[src/rtl/imem_loader_pkg.sv]
// imem_loader_pkg: shared FSM state encoding and word geometry for the instruction memory loader.
package imem_loader_pkg;
  localparam logic [1:0] IDLE  = 2'd0;
  localparam logic [1:0] RECV  = 2'd1;
  localparam logic [1:0] WRITE = 2'd2;
  localparam logic [1:0] DONE  = 2'd3;
  localparam int BYTES_PER_WORD = 4;
endpackage

[src/rtl/imem_byte_packer.sv]
// imem_byte_packer: assembles accepted bytes into a little-endian 32-bit word.
// Ports: clk/reset (async, active-high); clear restarts at byte 0; accept marks a
// completed byte handshake carrying data; word is the full word presented together
// with word_ready in the cycle the final byte is accepted.
module imem_byte_packer
  import imem_loader_pkg::*;
(
  input  logic        clk,
  input  logic        reset,
  input  logic        clear,
  input  logic        accept,
  input  logic [7:0]  data,
  output logic [31:0] word,
  output logic        word_ready
);
  localparam logic [1:0] LAST = 2'(BYTES_PER_WORD - 1);
  logic [1:0]  idx;
  logic [23:0] lo;
  assign word_ready = accept && idx == LAST;
  // The final byte bypasses the register so the word is complete in its accept cycle.
  assign word = {data, lo};
  always_ff @(posedge clk or posedge reset) begin
    if (reset) begin
      idx <= '0;
      lo  <= '0;
    end else if (clear) begin
      idx <= '0;
    end else if (accept) begin
      idx <= idx + 2'd1;
      if (!word_ready) lo[{idx, 3'b000} +: 8] <= data;
    end
  end
endmodule

[src/rtl/imem_loader.sv]
// imem_loader: loads a byte-streamed program image into instruction memory, stalling the CPU meanwhile.
// Ports: clk, reset (async, active-high); start/word_count begin a load; in_valid/in_ready/in_data
// form the byte stream; mem_we/mem_addr/mem_wdata drive the memory write port; busy stalls the CPU;
// done pulses at completion; checksum is the XOR of all words written by the last load.
module imem_loader
  import imem_loader_pkg::*;
#(
  parameter int DATA_WIDTH    = 32,
  parameter int MEM_ADDR_SIZE = 9
) (
  input  logic                   clk,
  input  logic                   reset,
  input  logic                   start,
  input  logic [MEM_ADDR_SIZE:0] word_count,
  input  logic                   in_valid,
  input  logic [7:0]             in_data,
  output logic                   in_ready,
  output logic                   mem_we,
  output logic [DATA_WIDTH-1:0]  mem_addr,
  output logic [DATA_WIDTH-1:0]  mem_wdata,
  output logic                   busy,
  output logic                   done,
  output logic [DATA_WIDTH-1:0]  checksum
);
  localparam logic [MEM_ADDR_SIZE:0] DEPTH = {1'b1, {MEM_ADDR_SIZE{1'b0}}};
  localparam logic [MEM_ADDR_SIZE:0] ONE   = (MEM_ADDR_SIZE + 1)'(1);
  logic [1:0]             state, nxt;
  logic [MEM_ADDR_SIZE:0] remaining, clamped;
  logic                   accept, word_ready, take_start;
  logic [31:0]            word;
  assign accept     = in_valid && in_ready;
  assign take_start = state == IDLE && start;
  // Clamping the count keeps the final write inside memory, so the address never wraps.
  assign clamped    = word_count > DEPTH ? DEPTH : word_count;
  imem_byte_packer u_packer (
    .clk       (clk),
    .reset     (reset),
    .clear     (take_start),
    .accept    (accept),
    .data      (in_data),
    .word      (word),
    .word_ready(word_ready)
  );
  always_comb begin
    nxt = state == IDLE  ? (start ? (clamped == '0 ? DONE : RECV) : IDLE)
        : state == RECV  ? (word_ready ? WRITE : RECV)
        : state == WRITE ? (remaining == ONE ? DONE : RECV)
        : IDLE;
  end
  // Outputs are decoded from the next state so they line up with the state they describe.
  always_ff @(posedge clk or posedge reset) begin
    if (reset) begin
      state     <= IDLE;
      remaining <= '0;
      in_ready  <= 1'b0;
      mem_we    <= 1'b0;
      mem_addr  <= '0;
      mem_wdata <= '0;
      busy      <= 1'b0;
      done      <= 1'b0;
      checksum  <= '0;
    end else begin
      state    <= nxt;
      in_ready <= nxt == RECV;
      busy     <= nxt == RECV || nxt == WRITE;
      mem_we   <= nxt == WRITE;
      done     <= nxt == DONE;
      if (word_ready) mem_wdata <= DATA_WIDTH'(word);
      if (take_start) begin
        remaining <= clamped;
        checksum  <= '0;
        mem_addr  <= '0;
      end
      if (state == WRITE) begin
        checksum  <= checksum ^ mem_wdata;
        mem_addr  <= mem_addr + DATA_WIDTH'(BYTES_PER_WORD);
        remaining <= remaining - ONE;
      end
    end
  end
endmodule

[config.mk]
export PLATFORM = sky130hd
export DESIGN_NAME = imem_loader
export DESIGN_NICKNAME = d
export VERILOG_FILES = /design/src/rtl/imem_loader_pkg.sv /design/src/rtl/imem_byte_packer.sv /design/src/rtl/imem_loader.sv
export SDC_FILE = /design/constraint.sdc
export NUM_CORES = 1
export LEC_CHECK = 0
export CAP_MARGIN = 40
export CORE_ASPECT_RATIO = 0.7
export CORE_MARGIN = 2
export CORE_UTILIZATION = 57
export DETAILED_ROUTE_END_ITERATION = 10
export DONT_BUFFER_PORTS = 1
export GPL_ROUTABILITY_DRIVEN = 0
export MAX_ROUTING_LAYER = met4
export PLACE_DENSITY_LB_ADDON = 0.15
export SLEW_MARGIN = 25
export SYNTH_ARGS = -nofsm -noshare
export SYNTH_HDL_FRONTEND = slang
export SYNTH_HIERARCHICAL = 1
export SYNTH_SLANG_ARGS = --single-unit
[constraint.sdc]
create_clock -name clk -period 3.4 [get_ports clk]
set_input_delay 0.34 -clock clk [delete_from_list [all_inputs] [get_ports clk]]
set_output_delay 0.34 -clock clk [all_outputs]
set_load 0.005 [all_outputs]
[After elaboration in Yosys (flattened, before gate mapping)]
Index checks and enable logic that the tools add are counted.
Storage, ports and cells
  flip-flop bits (word level): 138
  input port bits: 22
  output and inout bits: 100
Cells by class
  reductions and logical operators: 9
  mux-type cells: 16
  bitwise logic cells: 3
  eq/ne operators: 7
  order comparisons: 1
  add/subtract/negate cells: 4
  shift-type cells: 2
Operators by type and width (count)
  $mux 32: 3
  $add 32x3->32 const B: 1
  $xor 32x32->32: 1
  $mux 10: 3
  $bwmux 24: 1
  $shift 8x7->24 const A: 1
  $shiftx 8x7->24: 1
  $mux 2: 9
  $eq 10x1->1 const B: 1
  $gt 10x10->1 const B: 1
  $logic_not 10->1: 1
  $sub 10x1->10 const B: 1
  $eq 2x2->1 const B: 4
  $neg 5->7: 1
  $eq 2x1->1 const B: 2
  $reduce_bool 2->1: 2
  $logic_and 1x1->1: 3
  $reduce_and 3->1: 1
  $add 2x1->2 const B: 1
  $logic_not 2->1: 1
  $not 1->1: 2
  $logic_or 1x1->1: 1

[Depth between registers and ports, before layout]
  depth in word-level cells: 8
  depth in mapped cells: 8

[Modules after synthesis]
The synthesis kept the hierarchy.
By module, submodules not included
  imem_loader: times used 1, cells each 445, seq. area each 2752.6 µm², area an instance 4835.9 µm²
  imem_byte_packer: times used 1, cells each 83, seq. area each 650.6 µm², area an instance 1159.9 µm²

[Least setup slack after synthesis]
Ideal clock, no wire load.
  path kind: reg-to-reg
  start: register remaining[6]
  end: register busy
  stages on the path, launching flop included: 7
  setup slack: 1388 ps
  arrival: 1949 ps
  cells stage by stage: dfrtp_1 > or4_1 > or2_2 > clkbuf_1 > o31ai_1 > ha_1 > inv_1
Between the ends
  longest elaborated chain between the ends: 7
RTL lines
  from (decl): line imem_loader.sv:28  | logic [MEM_ADDR_SIZE:0] remaining, clamped;
  from (signal assigned): line imem_loader.sv:70  | remaining <= clamped;
  from (signal assigned): line imem_loader.sv:77  | remaining <= remaining - ONE;
  $eq 10x1->1 *: line imem_loader.sv:47  | : state == WRITE ? (remaining == ONE ? DONE : RECV)
  $mux 2 * (2 in series): line imem_loader.sv:47
  $mux 2 *: line imem_loader.sv:46  | : state == RECV ? (word_ready ? WRITE : RECV)
  $mux 2 *: line imem_loader.sv:45  | nxt = state == IDLE ? (start ? (clamped == '0 ? DONE : RECV) : IDLE)
  $eq 2x1->1 or $eq 2x2->1 (tied branches): line imem_loader.sv:65  | busy <= nxt == RECV || nxt == WRITE;
  $logic_or 1x1->1 *: line imem_loader.sv:65
  to (signal assigned): line imem_loader.sv:59  | busy <= 1'b0;
  to (signal assigned): line imem_loader.sv:65
  to (decl): line imem_loader.sv:21  | output logic busy,
Every way passes the cells marked *; elsewhere a longest branch is shown, timed or not.
A chain may end at the register's enable or synchronous reset.

[Final worst setup path]
  start: register state[1]
  end: register u_packer.lo[22]
Between the ends
  longest elaborated chain between the ends: 4
RTL lines
  from (decl): line imem_loader.sv:27  | logic [1:0] state, nxt;
  from (signal assigned): line imem_loader.sv:63  | state <= nxt;
  $logic_not 2->1: line imem_loader.sv:32  | assign take_start = state == IDLE && start;
  $logic_and 1x1->1: line imem_loader.sv:32
  via take_start: line imem_loader.sv:29  | logic accept, word_ready, take_start;
  $not 1->1 (no line)
  $reduce_and 3->1 (no line)
  to (signal, indexed assignment): line imem_byte_packer.sv:30  | if (!word_ready) lo[{idx, 3'b000} +: 8] <= data;
  to (decl): line imem_byte_packer.sv:18  | logic [23:0] lo;
The timed path passes the listed nets, and every way through them passes these cells.

==> impl_results.md <==
* CTS tree: done
* Wirelength per Cell at 19.7 um
* Comb power frac at 17.1%
* Synth-to-layout area growth at 11.7%
* Unrepaired setup endpoints after global routing: no
* Largest net degree at the start of global routing at 44
* Least-Margin Pin Slew at 788 ps
* Tot Pwr at 5220 uW
* Hold Worst Slack at approximately 68 ps
* Critical path arrival at approximately 3000 ps
* Min Clock Period, post-route at 2620 ps
* Worst path required time at 3740 ps
* CTS root buf: clkbuf_16
* Maximum fanout along the worst path at 25
* Sequential Power Share at approximately 46%
* Total grt overflow at 0
* Leakage Power at just over 0.003 uW
* Final Hold Vio Count at 0
* Via count at 4125
* Post-synth cell types at 52
* Clock H-tree levels at 4
* 1st-iter DRT viols at 220
* Fin. max-slew vios at 0
* Worst Path Class, Setup: reg -> reg
* Die H at 89.8 um
* Critical Path End Type: register
* Synth top area cells: dfrtp_1 (57%), mux2_2 (6.2%), nand2_1 (4.3%)
* Synth top area share at 56.8%
* Status: complete, no violations
* Die area at roughly 0.011 mm2
* CTS Buf Count at 17
* MaxCap Viol Count at 0
* Post-synth EDFFs at 0
* Via/cell ratio at between 6 and 7
* Int Power at between 3000 and 4000 uW
* I/O Buffers at 0
* Initial antenna violation count at 2
* Clock share of power at 36.8%
* Worst-path clk slew at 60 ps
* Top Ports at 122
* Hold Path Class: in -> reg
* Ys Warns at 6
* DRC Markers at 0
* Site row count at 31
* Final ANT Viol Nets at 0
* Nets@finish at 557
* Core box area at about 0.010 mm2
* Worst setup SP type: register
* Via count of the first global-routing pass at approximately 4100
* Flops & latches, synth at 136
* Clock latency on the worst-skew pair at 410 ps
* Synthesized area per cell at 11.4 um2
* CTS max path bufs at 2
* Final setup fails at 0
* Pre-antenna DRT Iters at 5
* Sequential element share of the synthesized area at 56.8%
* Post-CTS setup buffers at 0
* Fillcell total at 781
* Maximum clock frequency at roughly 380 MHz
* Sw frac at 28.8%
* Routed WL at 13200 um
* TritonCTS Sinks at 136
* Tcrit/Tclk final at 77.1%
* Max VDD drop at 0.000442 V
* Post-Synthesis Cells at 528
* Die Width at between 100 and 150 um
* Net switching power at 1500 uW
* Starting Density at 58.3%
* Worst-case clock skew at 11.4 ps
* Ys async rst share at 100%
* Share of cells above drive strength 1 at 15.1%
* Rel. slew slack at 47.5%
* PD cells at 779 mW/mm2
* Post-DP HPWL at 9140 um
* Top_reg_cell synth: dfrtp_1
* GR Util All Layers at 25.6%
* Post-Syn Area at around 0.006 mm2
* Post-synth top area cell: dfrtp_1
* First-pass GRT wire length at 22200 um
* Setup TNS at 0 ps
state kept, by name (all words and copies together) (netlist names), 2 cells and up:
signal / cells
state: 2
mem_addr: 30
remaining: 10
checksum: 32
u_packer/lo: 24
u_packer/idx: 2
mem_wdata: 32
worst max-delay path, stage by stage (launching register included):
cell       delay (ps)
dfrtp_1           430
or3b_2            520
inv_1             300
nand4bb_1         570
nor4_4            510
a22o_1            220
layout make-up:
type / instances / area, um2 / share of cell area [%]
sequential: 136 / 3400 / 50.8
multi-input combinational: 343 / 2350 / 35.0
clock buffer: 24 / 482 / 7.19
tap: 132 / 165 / 2.47
clock inverter: 8 / 143 / 2.13
timing repair buffer: 10 / 92.6 / 1.38
inverter: 16 / 62.6 / 0.934
antenna: 2 / 5.00 / 0.0747
synth_stat cells (2+ instances only):
cell       instances
and2_1             2
nor4_4             2
buf_2              2
or2_2              3
nand3_1           43
o31ai_1            6
a22o_1            24
inv_1             16
dfrtp_1          136
nor3_1             3
nor2_1            12
o311ai_0           5
o41ai_1            4
buf_6              3
mux2i_1           19
nor4_1             7
and3_1             3
buf_4             10
buf_1              3
a32oi_1            2
clkbuf_1          16
a221o_1            2
mux2_2            33
ha_1              11
nand2_1           68
nand4_1           12
nand4bb_1          3
or4_1              2
nand2b_1           3
o21ai_0           43
o211ai_1           9
power groups by stage:
stage          registers, uW  clock network (uW)  logic, uW
2_1_floorplan           2290                   0        765
3_3_place_gp            2420                   0        841
3_5_place_dp            2430                   0        890
4_1_cts                 2410                1950        897
5_1_grt                 2470                2030       1010
6_report                2410                1920        894
worst paths after layout:
check	startpoint	endpoint	slack (ps)	cells past startpoint
worst min-delay path	in_data[2]	u_packer/lo[10]	70	1
worst max register to register	state[1]	u_packer/lo[22]	780	5
worst max-delay path	state[1]	u_packer/lo[22]	780	5
max in group asynchronous	reset	mem_addr[16]	2260	3
worst min register to register	u_packer/lo[15]	u_packer/lo[15]	500	1
min in group asynchronous	reset	checksum[10]	490	2
metrics by stage:
stage | std cells | cell area (um2) | setup slack [ps] | utilization, %
after global routing | 671 | 6700 | 451 | 65.2
final | 671 | 6700 | 778 | 65.2
after floorplan | 529 | 6000 | 158 | -
after global placement | 632 | 6010 | 989 | 58.5
after detailed placement | 634 | 6050 | 845 | 58.9
after CTS | 667 | 6680 | 808 | 65.0
placed cells by master, fill, tap and decap left out, types with 3 or more instances in the layout:
master / n
a22o_1: 24
dfrtp_1: 136
o311ai_0: 5
o21ai_0: 43
o31ai_1: 6
o211ai_1: 9
clkbuf_1: 4
or2_2: 3
mux2i_1: 19
nor2_1: 12
o41ai_1: 4
nand2_1: 68
clkbuf_16: 17
mux2_2: 33
nand4bb_1: 3
clkinv_2: 3
nand3_1: 43
nand4_1: 12
nand2b_1: 3
inv_1: 15
bufinv_16: 4
nor3_1: 3
and3_1: 3
buf_4: 5
ha_1: 11
nor4_1: 7
clkbuf_8: 3
per-layer routing:
| layer | track usage (%) | up-vias | part of all wire [%] |
|---|---|---|---|
| met4 | 6.96 | 0 | 0.93 |
| met2 | 35.5 | 138 | 44 |
| li1 | - | 1921 | - |
| met5 | - | - | 0 |
| met3 | 9.35 | 15 | 8.0 |
| met1 | 35.9 | 2051 | 47 |
logic make-up (layout without fill, tap and decap cells):
| family | after synthesis | count (layout) | synth area share, % |
|---|---|---|---|
| mux | 52 | 52 | 9.37 |
| compound gates | 104 | 104 | 12.1 |
| other cells | 1 | 4 | 0.0625 |
| xor+xnor | 1 | 1 | 0.146 |
| simple gates | 173 | 173 | 15.0 |
| fa+ha+maj | 11 | 11 | 2.30 |
| buf+inv | 50 | 58 | 4.17 |
| flops | 136 | 136 | 56.8 |
what timing repair did:
action,in CTS,in global routing
hold buffers,1,0
hold endpoints to repair,53,0
gates resized for setup,0,0
Note: power is estimated with default switching activity, not from simulation.
